**src/rtl/lut_pkg.sv**
```systemverilog
// Shared definitions for the activation lookup-table RAM, its run-time
// loader (lut_writer) and the datapath that reads the table.
package lut_pkg;

    // Default table geometry: 2^14 entries of 8 bits (e.g. sigmoid table).
    localparam int LUT_ADDR_WIDTH = 14;
    localparam int LUT_DATA_WIDTH = 8;

    // Loader states. CHECK is only reachable when the checksum beat is enabled.
    typedef enum logic [1:0] {
        IDLE   = 2'd0,
        LOAD   = 2'd1,
        CHECK  = 2'd2,
        FINISH = 2'd3
    } lut_state_t;

endpackage

```
**src/rtl/lut_writer.sv**
```systemverilog
// lut_writer: streams a valid/ready word sequence into the LUT RAM write
// port at consecutive addresses starting from 0, with one cycle of write
// latency, and reports completion (done) and a sticky error flag.
// Optional feature macro: LUT_WRITER_CHECKSUM_EN adds a trailing checksum
// beat whose value plus all data words must sum to zero modulo 2^DATA_WIDTH.
import lut_pkg::*;

module lut_writer #(
    parameter int ADDR_WIDTH = LUT_ADDR_WIDTH,
    parameter int DATA_WIDTH = LUT_DATA_WIDTH
) (
    input  logic                  clk,
    input  logic                  rst_n,
    input  logic                  start,
    input  logic [ADDR_WIDTH:0]   length,
    input  logic                  abort,
    input  logic                  s_valid,
    input  logic [DATA_WIDTH-1:0] s_data,
    output logic                  s_ready,
    output logic                  wr_en,
    output logic [ADDR_WIDTH-1:0] wr_addr,
    output logic [DATA_WIDTH-1:0] wr_data,
    output logic                  busy,
    output logic                  done,
    output logic                  error
);

    // Table depth expressed in the same width as length, so a full-depth
    // load is representable and compares cleanly.
    localparam logic [ADDR_WIDTH:0] DEPTH = {1'b1, {ADDR_WIDTH{1'b0}}};

    lut_state_t state;
    lut_state_t next_state;

    logic [ADDR_WIDTH:0] count;
    logic [ADDR_WIDTH:0] len_q;
    logic                length_ok;
    logic                accept;
    logic                last_beat;

    assign length_ok = (length != '0) && (length <= DEPTH);
    assign accept    = s_valid && s_ready;
    assign last_beat = (count == (len_q - 1'b1));
    assign busy      = (state != IDLE);

`ifdef LUT_WRITER_CHECKSUM_EN
    logic [DATA_WIDTH-1:0] sum;
    logic [DATA_WIDTH-1:0] check_total;

    assign check_total = sum + s_data;
`endif

    // State register.
    always_ff @(posedge clk or negedge rst_n) begin
        if (!rst_n) begin
            state <= IDLE;
        end else begin
            state <= next_state;
        end
    end

    // Next-state and stream handshake; s_ready depends only on state and abort.
    always_comb begin
        next_state = state;
        s_ready    = 1'b0;
        case (state)
            IDLE: begin
                if (start) begin
                    next_state = length_ok ? LOAD : FINISH;
                end
            end
            LOAD: begin
                s_ready = ~abort;
                if (abort) begin
                    next_state = FINISH;
                end else if (accept && last_beat) begin
`ifdef LUT_WRITER_CHECKSUM_EN
                    next_state = CHECK;
`else
                    next_state = FINISH;
`endif
                end
            end
`ifdef LUT_WRITER_CHECKSUM_EN
            CHECK: begin
                s_ready = ~abort;
                if (abort || accept) begin
                    next_state = FINISH;
                end
            end
`endif
            FINISH: begin
                next_state = IDLE;
            end
            default: begin
                next_state = IDLE;
            end
        endcase
    end

    // Write port, beat counter, completion pulse and sticky error flag.
    always_ff @(posedge clk or negedge rst_n) begin
        if (!rst_n) begin
            count   <= '0;
            len_q   <= '0;
            wr_en   <= 1'b0;
            wr_addr <= '0;
            wr_data <= '0;
            done    <= 1'b0;
            error   <= 1'b0;
`ifdef LUT_WRITER_CHECKSUM_EN
            sum     <= '0;
`endif
        end else begin
            wr_en <= 1'b0;
            done  <= (state == FINISH);
            case (state)
                IDLE: begin
                    if (start) begin
                        if (length_ok) begin
                            len_q <= length;
                            count <= '0;
                            error <= 1'b0;
`ifdef LUT_WRITER_CHECKSUM_EN
                            sum   <= '0;
`endif
                        end else begin
                            error <= 1'b1;
                        end
                    end
                end
                LOAD: begin
                    if (abort) begin
                        error <= 1'b1;
                    end else if (accept) begin
                        wr_en   <= 1'b1;
                        wr_addr <= count[ADDR_WIDTH-1:0];
                        wr_data <= s_data;
                        count   <= count + 1'b1;
`ifdef LUT_WRITER_CHECKSUM_EN
                        sum     <= sum + s_data;
`endif
                    end
                end
`ifdef LUT_WRITER_CHECKSUM_EN
                CHECK: begin
                    if (abort) begin
                        error <= 1'b1;
                    end else if (accept && (check_total != '0)) begin
                        error <= 1'b1;
                    end
                end
`endif
                default: begin
                end
            endcase
        end
    end

endmodule

```
**config.mk**
```make
export PLATFORM = sky130hd
export DESIGN_NAME = lut_writer
export DESIGN_NICKNAME = d
export VERILOG_FILES = /design/src/rtl/lut_pkg.sv /design/src/rtl/lut_writer.sv
export SDC_FILE = /design/constraint.sdc
export NUM_CORES = 1
export LEC_CHECK = 0
export ABC_AREA = 1
export CAP_MARGIN = 0
export CELL_PAD_IN_SITES_DETAIL_PLACEMENT = 2
export CELL_PAD_IN_SITES_GLOBAL_PLACEMENT = 2
export CORE_AREA = 4 4 106 108
export CTS_BUF_LIST = sky130_fd_sc_hd__clkbuf_16
export DETAILED_ROUTE_END_ITERATION = 10
export DIE_AREA = 0 0 110 112
export PLACE_DENSITY_LB_ADDON = 0.1
export SYNTH_ARGS = -nofsm -noshare
export SYNTH_HDL_FRONTEND = slang
export SYNTH_SLANG_ARGS = --single-unit
```
**constraint.sdc**
```tcl
create_clock -name clk -period 4.5 [get_ports clk]
set_input_delay 0.675 -clock clk [delete_from_list [all_inputs] [get_ports clk]]
set_output_delay 0.675 -clock clk [all_outputs]
set_load 0.02 [all_outputs]
```
# ---- Word level (Yosys, flattened, before mapping)
# Cells that the tools add are included.
dict set report word_totals {
  register_bits 57
  latch_bits 0
  ramBits 0
  mem_bits_ro 0
  inputBits 28
  out_inout_bits 27
  word_cells 51
  memories 0
}
dict set report op_classes {
  addsub 2
  mul 0
  n_div 0
  magnitude_cmp 1
  n_eq_ne 9
  n_shift 0
  mux 18
  bitwise 1
  n_reduce_logical 12
}
# cell count
set ops {}
lappend ops {{2-to-1 mux 15 bit} 4}
lappend ops {{case mux 15 bit (2 select lines)} 1}
lappend ops {{adder 15 x 1 -> 15 bit (second input constant)} 1}
lappend ops {{equality test 15 bit} 1}
lappend ops {{<= comparator 15 bit (second input constant)} 1}
lappend ops {{nonzero test 15 bit} 1}
lappend ops {{subtractor 15 x 1 -> 15 bit (second input constant)} 1}
lappend ops {{!= test 2 bit (second input constant)} 5}
lappend ops {{AND reduction 3 bit} 3}
lappend ops {{2-to-1 mux 2 bit} 4}
lappend ops {{2-to-1 mux 1 bit} 7}
lappend ops {{AND reduction 5 bit} 1}
lappend ops {{case mux 2 bit (2 select lines)} 1}
lappend ops {{nonzero test 2 bit} 2}
lappend ops {{logical AND 1 bit} 3}
lappend ops {{!= test 3 bit (second input constant)} 1}
lappend ops {{equality test 2 x 1 -> 1 bit (second input constant)} 1}
lappend ops {{equality test 2 bit (second input constant)} 1}
lappend ops {{zero test 2 bit} 1}
lappend ops {{case mux 1 bit (2 select lines)} 1}
lappend ops {{AND reduction 2 bit} 1}
lappend ops {{NOT 1 bit} 1}

# ---- Depth between registers and ports, before layout
# Gate-level depths: netlist of the first run.
dict set report depth {
  word_depth 7
  mapped_depth 14
}

# ---- Worst setup path before layout of the first run
# Ideal clock, no wire load.
dict set report synth_timing {
  path_kind {input port to flip-flop}
  start {input port length[8]}
  end {register count[11]}
  setup_time_ps 116
  arrival_ps 1643
  required_time_ps 4384
  slack_ps 2741
  stages 11
  n_path_buf 1
  path_cell_list {inv_1 > nand2_2 > nor4_4 > nand2_1 > nand2_1 > nand3_2 > nand2_2 > inv_2 > buf_8 > nand2_1 > nand2_1}
}
dict set report synth_between {
  elab_chain_len 4
  elab_cells_between_ends 5
  classes_between {order compare (1); eq/ne (1); reduce/logical (3)}
}
# element line
set synth_rtl {}
lappend synth_rtl {{start: declaration} lut_writer.sv:15} ;# input logic [ADDR_WIDTH:0] length,
lappend synth_rtl {{<= comparator 15 bit or nonzero test 15 bit (tied branches)} lut_writer.sv:41} ;# assign length_ok = (length != '0) && (length <= DEPTH);
lappend synth_rtl {{logical AND 1 bit *} lut_writer.sv:41}
lappend synth_rtl {{!= test 2 bit (no line) *} n/a}
lappend synth_rtl {{AND reduction 5 bit (no line) *} n/a}
lappend synth_rtl {{end signal: assignment} lut_writer.sv:139} ;# count <= count + 1'b1;
lappend synth_rtl {{end: declaration} lut_writer.sv:35} ;# logic [ADDR_WIDTH:0] count;
# Mark *: on every way between the ends. The rest lies on a longest branch, timed or not.
# A chain may end at the register's enable or synchronous reset.

# ---- Worst setup path after layout of the first run
dict set report layout_timing {
  start {input port abort}
  end {output port s_ready}
}
dict set report layout_between {
  elab_chain_len 2
}
# element line
set layout_rtl {}
lappend layout_rtl {{start: declaration} lut_writer.sv:16} ;# input logic abort,
lappend layout_rtl {{NOT 1 bit (no line)} n/a}
lappend layout_rtl {{2-to-1 mux 1 bit} lut_writer.sv:66} ;# case (state)
lappend layout_rtl {{end: declaration} lut_writer.sv:19} ;# output logic s_ready,
# No other way between the ends.

==> out/qor.yml, run 1 <==
drt_iter0_markers: 111
antenna_found_initial: 0
syn_nets: 459
place_inst: 610
n_antenna_cell: 0
port_buffers: 54
rsz0062_at_grt: "false"
synthAdderAreaFrac_pct: 0.779
reg2reg_to: "count[14]"
finalNonFillerCells: 626
finClkSkew_ps: 5.67
hpwl_um: 7740
crit_family: "buffers and inverters"
syn_inst: 429
cp.depth: 3
cts_tree: "done"
ant_nets: 0
clock_latency_ps: 330
cp_cell_sequence: "clkdlybuf4s50_1 > nor2_8 > clkdlybuf4s50_1"
h-tree-depth: 3
syn-mean-instance-area_um2: 7.49
start_kind: "primary input"
powerDensity_nw_per_um2: 626
wl_per_cell_um: 16.7
leakage_uw: 0.00194
drv_cap: 0
setup_viol: 0
coreArea_um2: 10200
die-area_um2: 12300
via_per_inst: 4.79
critPathMaxFanout: 4
synth_mux_area_share_pct: 0
outcome: "completed"
first_global_vias: 3424
post-route-min-period_ps: 2630
ys_warn_count: 0
worst_pin_slew_ps: 786
rrSetupSlack_ps: 2390
synth.cell_area_um2: 3210
fin_total_pwr_uw: 2600
die_x_um: 110
synth-simple-area-share_pct: 34.2
overflow: 0
wl_um: 10500
r2r-start: "count[0]"
ctsRootBufferMaster: "clkbuf_16"
cp_slowest_cell: "clkdlybuf4s50_1"
cts_buffer_depth: 2
clk_pin_slew_ps: 50
power.share.clock_pct: 26.4
synth_compound_area_share_pct: 7.13
finalMaxSlewViolations: 0
critPathKind: "primary input to output pin"
critPathMaxStageDelay_ps: 610
final_nets: 515
seq_power_share_pct: 33.9
synth.distinct_cells: 29
yosysTopAreaCell: "dfrtp_1"
stdcell_area_um2: 4150
power_frac_comb_pct: 39.8
cts_resized: 0
cts_hold_buf: 0
crit_end: "s_ready"
cp-startpoint: "abort"
path_buf_inv: 2
die_y_um: 112
switching_power_uw: 1060
required_ps: 3830
synth_seq_cells: 57
fmaxAchievable_mhz: 381
arrival_ps: 1950
synth_top_family_by_area: "simple AND/OR/NAND/NOR gates"
gp_congestion: 0.797
synth_top_area_share_pct: 44.4
area_growth_syn_to_layout_pct: 29.2
rr_worst_depth: 8
synth-xor-area-share_pct: 6.00
grt_max_degree: 58
crit_path_end_kind: "output pin"
path_common_cell: "clkdlybuf4s50_1"
slew_headroom_pct: 47.6
vdd_drop_max_uv: 258
timing.final.crit_share_pct: 58.3
hold_ws_ps: 483
min_path_type: "register to register"
core.rowCount: 37
finalHoldViolCount: 0
yosys-top-cells-area: "dfrtp_1 (44%), nand2_1 (17%), nor2_1 (6.5%), inv_1 (5.1%), xor2_1 (3.8%)"
vias: 2996
p_sw_share_pct: 41.0
drive_gt1_share_pct: 7.35
cts_buffers: 9
cts.sinks: 57
p_int_uw: 1530
grt_pass1_wl_um: 18000
post_cts_buffers: 0
placed_area_um2: 3850
pin_count: 55
totalNegativeSetupSlack_ps: 0
start_util_pct: 31.4
synth_seq_area_share_pct: 44.4
first_pass_iters: 4
grt_usage_pct: 18.9
drc: 0
## Yosys cell counts (all sizes together)
cell and n:
nand2 149, nor2 59, dfrtp 57, inv 45, o21ai 30, nand3 22, xor2 14, nor3 10
a21oi 9, xnor2 8, nand4 7, buf 5, clkbuf 5, nand3b 5, ha 2, nor4 1
o21bai 1
## cell families after synthesis
group / after synthesis
buf+inv: 55
compound gates: 40
flops: 57
fa+ha+maj: 2
simple gates: 253
xor+xnor: 22
## layout by cell type, fill, tap and decap left out
master           instances
clkinv_4                 2
nor2_1                  56
o21ai_1                  4
clkdlybuf4s50_1         53
nand4_1                  7
clkbuf_16                9
xnor2_1                  8
nand2_4                  3
clkinvlp_4               2
inv_2                    1
clkinv_2                 1
o21bai_1                 1
o21ai_0                 19
inv_1                   44
nor2_8                   1
nor2_2                   2
buf_2                    1
ha_1                     2
o21ai_2                  7
dfrtp_1                 57
buf_4                    1
xor2_1                  14
nor4_4                   1
nand2_2                  3
nor3_1                  10
nand3b_1                 5
nand3_2                  1
a21oi_1                  9
nand3_1                 21
nand2_1                143
clkinv_1                 1
bufinv_16                1
## area by class of cell
class	instances	area (um2)
inverters	45	169
repair buffers	55	543
fillers	1177	6080
clock buffers	9	225
well taps	136	170
clock inverters	7	71.3
multi-input cells	317	1550
flip-flops and latches	57	1430
## layer usage
| metal | track usage, % | vias to the layer above | share of wire, % |
|---|---|---|---|
| li1 | - | 1458 | - |
| met1 | 24.9 | 1484 | 47 |
| met2 | 30.5 | 43 | 48 |
| met3 | 4.06 | 11 | 3.5 |
| met4 | 6.48 | 0 | 1.5 |
| met5 | 0 | - | 0 |
## registers in the layout, summed over array words and instances (netlist names)
| register | count |
|---|---|
| error | 1 |
| count | 15 |
| done | 1 |
| state | 2 |
| wr_en | 1 |
| wr_data | 8 |
| len_q | 15 |
| wr_addr | 14 |
## through the flow
| step | utilization (%) | setup slack [ps] |
|---|---|---|
| 5_1_grt | 40.6 | 1840 |
| 2_1_floorplan | - | 2740 |
| 3_3_place_gp | 37.7 | 1870 |
| 4_1_cts | 40.6 | 1860 |
| 3_5_place_dp | 37.7 | 1770 |
| 6_report | 40.6 | 1870 |
## worst min path at each step
stage,from,endpoint,slack [ps],cells after the start
6_report,wr_addr[3],wr_addr[3],480,2
5_1_grt,wr_data[2],wr_data[2],510,2
4_1_cts,wr_data[5],wr_data[5],490,2
3_3_place_gp,wr_data[4],wr_data[4],460,2
2_1_floorplan,rst_n,count[0],380,0
3_5_place_dp,wr_data[5],wr_data[5],470,2
## worst reg2reg max path: stages, from the launching register on
cell     delay (ps)
dfrtp_1         530
ha_1            360
nand2_1         170
nor3_1          390
nand3_1         160
xor2_1          210
nor2_1           70
nand2_1          70
nand2_1          50
## power by group through the flow
stage	sequential [uW]	clock, uW	combinational, uW
finish	880	685	1030
global route	914	729	1170
CTS	884	704	1060
detailed placement	889	0	1040
global placement	881	0	1000
floorplan	945	0	551
Note: power is estimated with default switching activity, not from simulation.
==> run 2, diff against run 1 <==
--- a/config.mk
+++ b/config.mk
@@ -9,10 +9,10 @@
 export CAP_MARGIN = 0
 export CELL_PAD_IN_SITES_DETAIL_PLACEMENT = 2
 export CELL_PAD_IN_SITES_GLOBAL_PLACEMENT = 2
-export CORE_AREA = 4 4 106 108
+export CORE_AREA = 4 4 115 117
 export CTS_BUF_LIST = sky130_fd_sc_hd__clkbuf_16
 export DETAILED_ROUTE_END_ITERATION = 10
-export DIE_AREA = 0 0 110 112
+export DIE_AREA = 0 0 119 121
 export PLACE_DENSITY_LB_ADDON = 0.1
 export SYNTH_ARGS = -nofsm -noshare
 export SYNTH_HDL_FRONTEND = slang
==> constraint.sdc (replaced) <==
create_clock -name clk -period 2.2 [get_ports clk]
set_input_delay 0.33 -clock clk [delete_from_list [all_inputs] [get_ports clk]]
set_output_delay 0.33 -clock clk [all_outputs]
set_load 0.02 [all_outputs]
==> out/qor.yml, run 2 (synthesis results as in run 1) <==
fmaxAchievable_mhz: 480
p_int_uw: 3180
grt_usage_pct: 15.4
hpwl_um: 7930
powerDensity_nw_per_um2: 1240
h-tree-depth: 3
cp_cell_sequence: "inv_1 > nand2_4 > nor2_8 > clkdlybuf4s50_1"
path_buf_inv: 2
start_kind: "register"
overflow: 0
largest_registers: "count: 15 flops, len_q: 15 flops, wr_addr: 14 flops"
switching_power_uw: 2120
antenna_found_initial: 0
vias: 2996
pin_count: 55
slew_headroom_pct: 71.5
crit_path_end_kind: "output pin"
port_buffers: 54
clock_latency_ps: 330
clk_pin_slew_ps: 50
area_growth_syn_to_layout_pct: 32.7
finalMaxSlewViolations: 0
min_path_type: "primary input to asynchronous set/reset pin"
seq_power_share_pct: 33.5
drive_gt1_share_pct: 8.47
die_x_um: 119
drc: 0
critPathMaxStageDelay_ps: 620
via_per_inst: 4.49
rsz0062_at_grt: "false"
setup_slack_ps: 116
required_ps: 1870
power_frac_comb_pct: 41.1
first_global_vias: 3390
arrival_ps: 1750
die-area_um2: 14400
ctsRootBufferMaster: "clkbuf_16"
vdd_drop_max_uv: 439
wl_per_cell_um: 15.4
ant_nets: 0
coreArea_um2: 12400
drv_cap: 0
grt_max_degree: 58
cp_slowest_cell: "clkdlybuf4s50_1"
crit_family: "buffers and inverters"
placed_area_um2: 3980
dp_slack_ps: 81.0
leakage_uw: 0.00199
power.share.clock_pct: 25.3
n_antenna_cell: 0
drt_iter0_markers: 73
final_nets: 522
core.rowCount: 41
gp_congestion: 0.788
totalNegativeSetupSlack_ps: 0
outcome: "finished with violations"
critPathMaxFanout: 10
hold_ws_ps: -2.00
worst_pin_slew_ps: 426
critPathKind: "register to output pin"
finalHoldViolCount: 4
die_y_um: 121
start_util_pct: 26.0
cts_buffers: 9
finish.utilization_pct: 34.5
first_pass_iters: 4
post-route-min-period_ps: 2080
cts.sinks: 57
grt_pass1_wl_um: 17300
wl_um: 10300
timing.final.crit_share_pct: 94.7
setup_viol: 0
layout_common_cells: "nand2_1 (143), dfrtp_1 (57), nor2_1 (55)"
finClkSkew_ps: 4.38
mostFrequentLayoutCell: "nand2_1"
cts_buffer_depth: 2
stdcell_area_um2: 4260
p_sw_share_pct: 39.9
cts_tree: "done"
violations: "negative hold slack"
run 2: what timing repair did:
item                       CTS  global route
gates resized for setup      0             2
hold buffers                 0             0
buffers inserted             0             0
setup endpoints to repair    0             1
run 2: final timing paths:
| kind | start | endpoint | slack, ps | depth (start not counted) |
|---|---|---|---|---|
| setup / recovery | state[1] | s_ready | 120 | 4 |
| hold / removal | rst_n | len_q[0] | -2 | 2 |
| setup reg to reg | len_q[0] | state[1] | 270 | 12 |
| hold reg to reg | wr_data[2] | wr_data[2] | 480 | 2 |
| max in group asynchronous | rst_n | len_q[12] | 1920 | 2 |
| min in group clk | wr_data[2] | wr_data[2] | 480 | 2 |
run 2: through the flow:
step	total power (uW)	std cells	hold slack (ps)
floorplan	3060	429	34.4
global placement	3960	653	371
detailed placement	4030	653	368
CTS	5430	668	4.36
global route	5750	668	27.6
finish	5300	668	-2.00
run 2: worst register-to-register path: stages (launching register included):
cell	delay [ps]
dfrtp_1	420
inv_1	120
ha_1	200
nand2_1	170
nor2_4	220
nand2_1	110
nand3_1	90
nand2_1	50
nor2_1	100
nand2_1	60
nor2_1	160
nor2_1	70
nor2_1	90
run 2: final cells by class:
class                      count  area (um2)
timing repair buffer          62         621
fill                        1462        8100
clock buffer                   9         225
inverter                      45         169
sequential                    57        1430
multi-input combinational    317        1550
clock inverter                 6        52.6
tap                          172         215
run 2: power by group through the flow:
stage / registers (uW) / clock network, uW / logic [uW]
3_3_place_gp: 1790 / 0 / 2170
3_5_place_dp: 1800 / 0 / 2220
4_1_cts: 1800 / 1400 / 2230
5_1_grt: 1840 / 1440 / 2460
6_report: 1780 / 1340 / 2180
2_1_floorplan: 1930 / 0 / 1130
run 2: layer usage:
metal	vias to the layer above	global-route usage (%)	part of all wire, %
li1	1471	-	-
met1	1463	19.5	48
met2	47	25.5	47
met3	15	3.03	3.3
met4	0	6.81	2.0
met5	-	0	0
==> run 3, diff against run 2 <==
--- a/config.mk
+++ b/config.mk
@@ -14,6 +14,8 @@
 export DETAILED_ROUTE_END_ITERATION = 10
 export DIE_AREA = 0 0 119 121
 export PLACE_DENSITY_LB_ADDON = 0.1
+export SETUP_SLACK_MARGIN = 0.2
+export SLEW_MARGIN = 20
 export SYNTH_ARGS = -nofsm -noshare
 export SYNTH_HDL_FRONTEND = slang
 export SYNTH_SLANG_ARGS = --single-unit
==> out/qor.yml, run 3 (synthesis results as in run 1) <==
mostFrequentLayoutCell: "nand2_1"
vias: 3022
cts_hold_buf: 0
fin_total_pwr_uw: 5330
ant_nets: 0
wl_um: 10300
required_ps: 1870
core.rowCount: 41
pin_count: 55
powerDensity_nw_per_um2: 1240
finalMaxSlewViolations: 0
r2r-start: "count[1]"
cts.sinks: 57
largest_registers: "count: 15 flops, len_q: 15 flops, wr_addr: 14 flops"
first_pass_iters: 4
placed_area_um2: 3980
vdd_drop_max_uv: 424
clk_pin_slew_ps: 50
rrSetupSlack_ps: 430
slew_headroom_pct: 71.7
cts_buffer_depth: 2
finalHoldViolCount: 7
fmaxAchievable_mhz: 530
grt_pass1_wl_um: 17300
min_path_type: "primary input to asynchronous set/reset pin"
worst_pin_slew_ps: 424
wl_per_cell_um: 15.4
via_per_inst: 4.52
critPathMaxFanout: 4
reg2reg_to: "count[14]"
setup_viol: 0
n_antenna_cell: 0
critPathKind: "register to output pin"
antenna_found_initial: 0
final_nets: 523
hold_ws_ps: -2.79
cts_tree: "done"
layout_common_cells: "nand2_1 (142), dfrtp_1 (57), clkdlybuf4s50_1 (52)"
cts_buffers: 9
overflow: 0
finalNonFillerCells: 669
drive_gt1_share_pct: 10.1
rsz0062_at_grt: "true"
leakage_uw: 0.00199
place_inst: 653
ctsRootBufferMaster: "clkbuf_16"
rr_worst_depth: 8
coreArea_um2: 12400
stdcell_area_um2: 4300
start_util_pct: 26.0
h-tree-depth: 3
violations: "negative hold slack"
gp_congestion: 0.788
outcome: "finished with violations"
die-area_um2: 14400
finClkSkew_ps: 4.57
grt_max_degree: 58
grt_usage_pct: 15.4
totalNegativeSetupSlack_ps: 0
die_y_um: 121
post-route-min-period_ps: 1890
first_global_vias: 3390
timing.final.crit_share_pct: 85.7
hpwl_um: 7930
area_growth_syn_to_layout_pct: 33.8
clock_latency_ps: 330
drv_cap: 0
drt_iter0_markers: 92
die_x_um: 119
start_kind: "register"
port_buffers: 54
drc: 0
arrival_ps: 1560
crit_path_end_kind: "output pin"
run 3: per-stage QoR:
| stage | setup WS (ps) | util (%) |
|---|---|---|
| 6_report | 314 | 34.8 |
| 5_1_grt | 170 | 34.8 |
| 4_1_cts | 202 | 34.4 |
| 3_5_place_dp | 81.0 | 32.2 |
| 3_3_place_gp | 120 | 32.2 |
| 2_1_floorplan | 696 | - |
run 3: worst max-delay path, stage by stage, from the launching register on:
cell and delay [ps]:
dfrtp_1 430, nor2_2 200, inv_1 60, clkdlybuf4s50_1 530
run 3: worst max-delay path by stage:
stage,slack (ps),to,cells past startpoint,from
floorplan,700,state[1],12,len_q[0]
global placement,120,len_q[2],10,length[3]
detailed placement,80,len_q[2],10,length[3]
CTS,200,busy,3,state[0]
global route,170,state[1],14,len_q[1]
finish,310,busy,3,state[0]
run 3: area by class of cell:
class	instances	area (um2)
fill	1457	8070
clock buffer	9	225
sequential	57	1430
multi-input combinational	317	1580
clock inverter	6	52.6
timing repair buffer	63	627
inverter	45	169
tap	172	215
run 3: report_power, final:
part / total [uW] / switching, uW / internal (uW)
registers: 1780 / 352 / 1420
clock network: 1340 / 487 / 854
logic: 2210 / 1290 / 920
run 3: what timing repair did:
| item | in CTS | in global routing |
|---|---|---|
| endpoints found under the setup margin | 2 | 4 |
| pin swaps | 0 | 1 |
| gates cloned | 0 | 0 |
| setup buffers | 0 | 1 |
| resized for setup | 2 | 9 |
| endpoints found under the hold margin | 0 | 0 |
run 3: layer usage:
layer,share of wire [%],vias to the layer above,GRT usage [%]
li1,-,1473,-
met2,47,47,25.5
met3,3.3,15,3.03
met4,1.9,0,6.81
met5,0,-,0
met1,48,1487,19.5
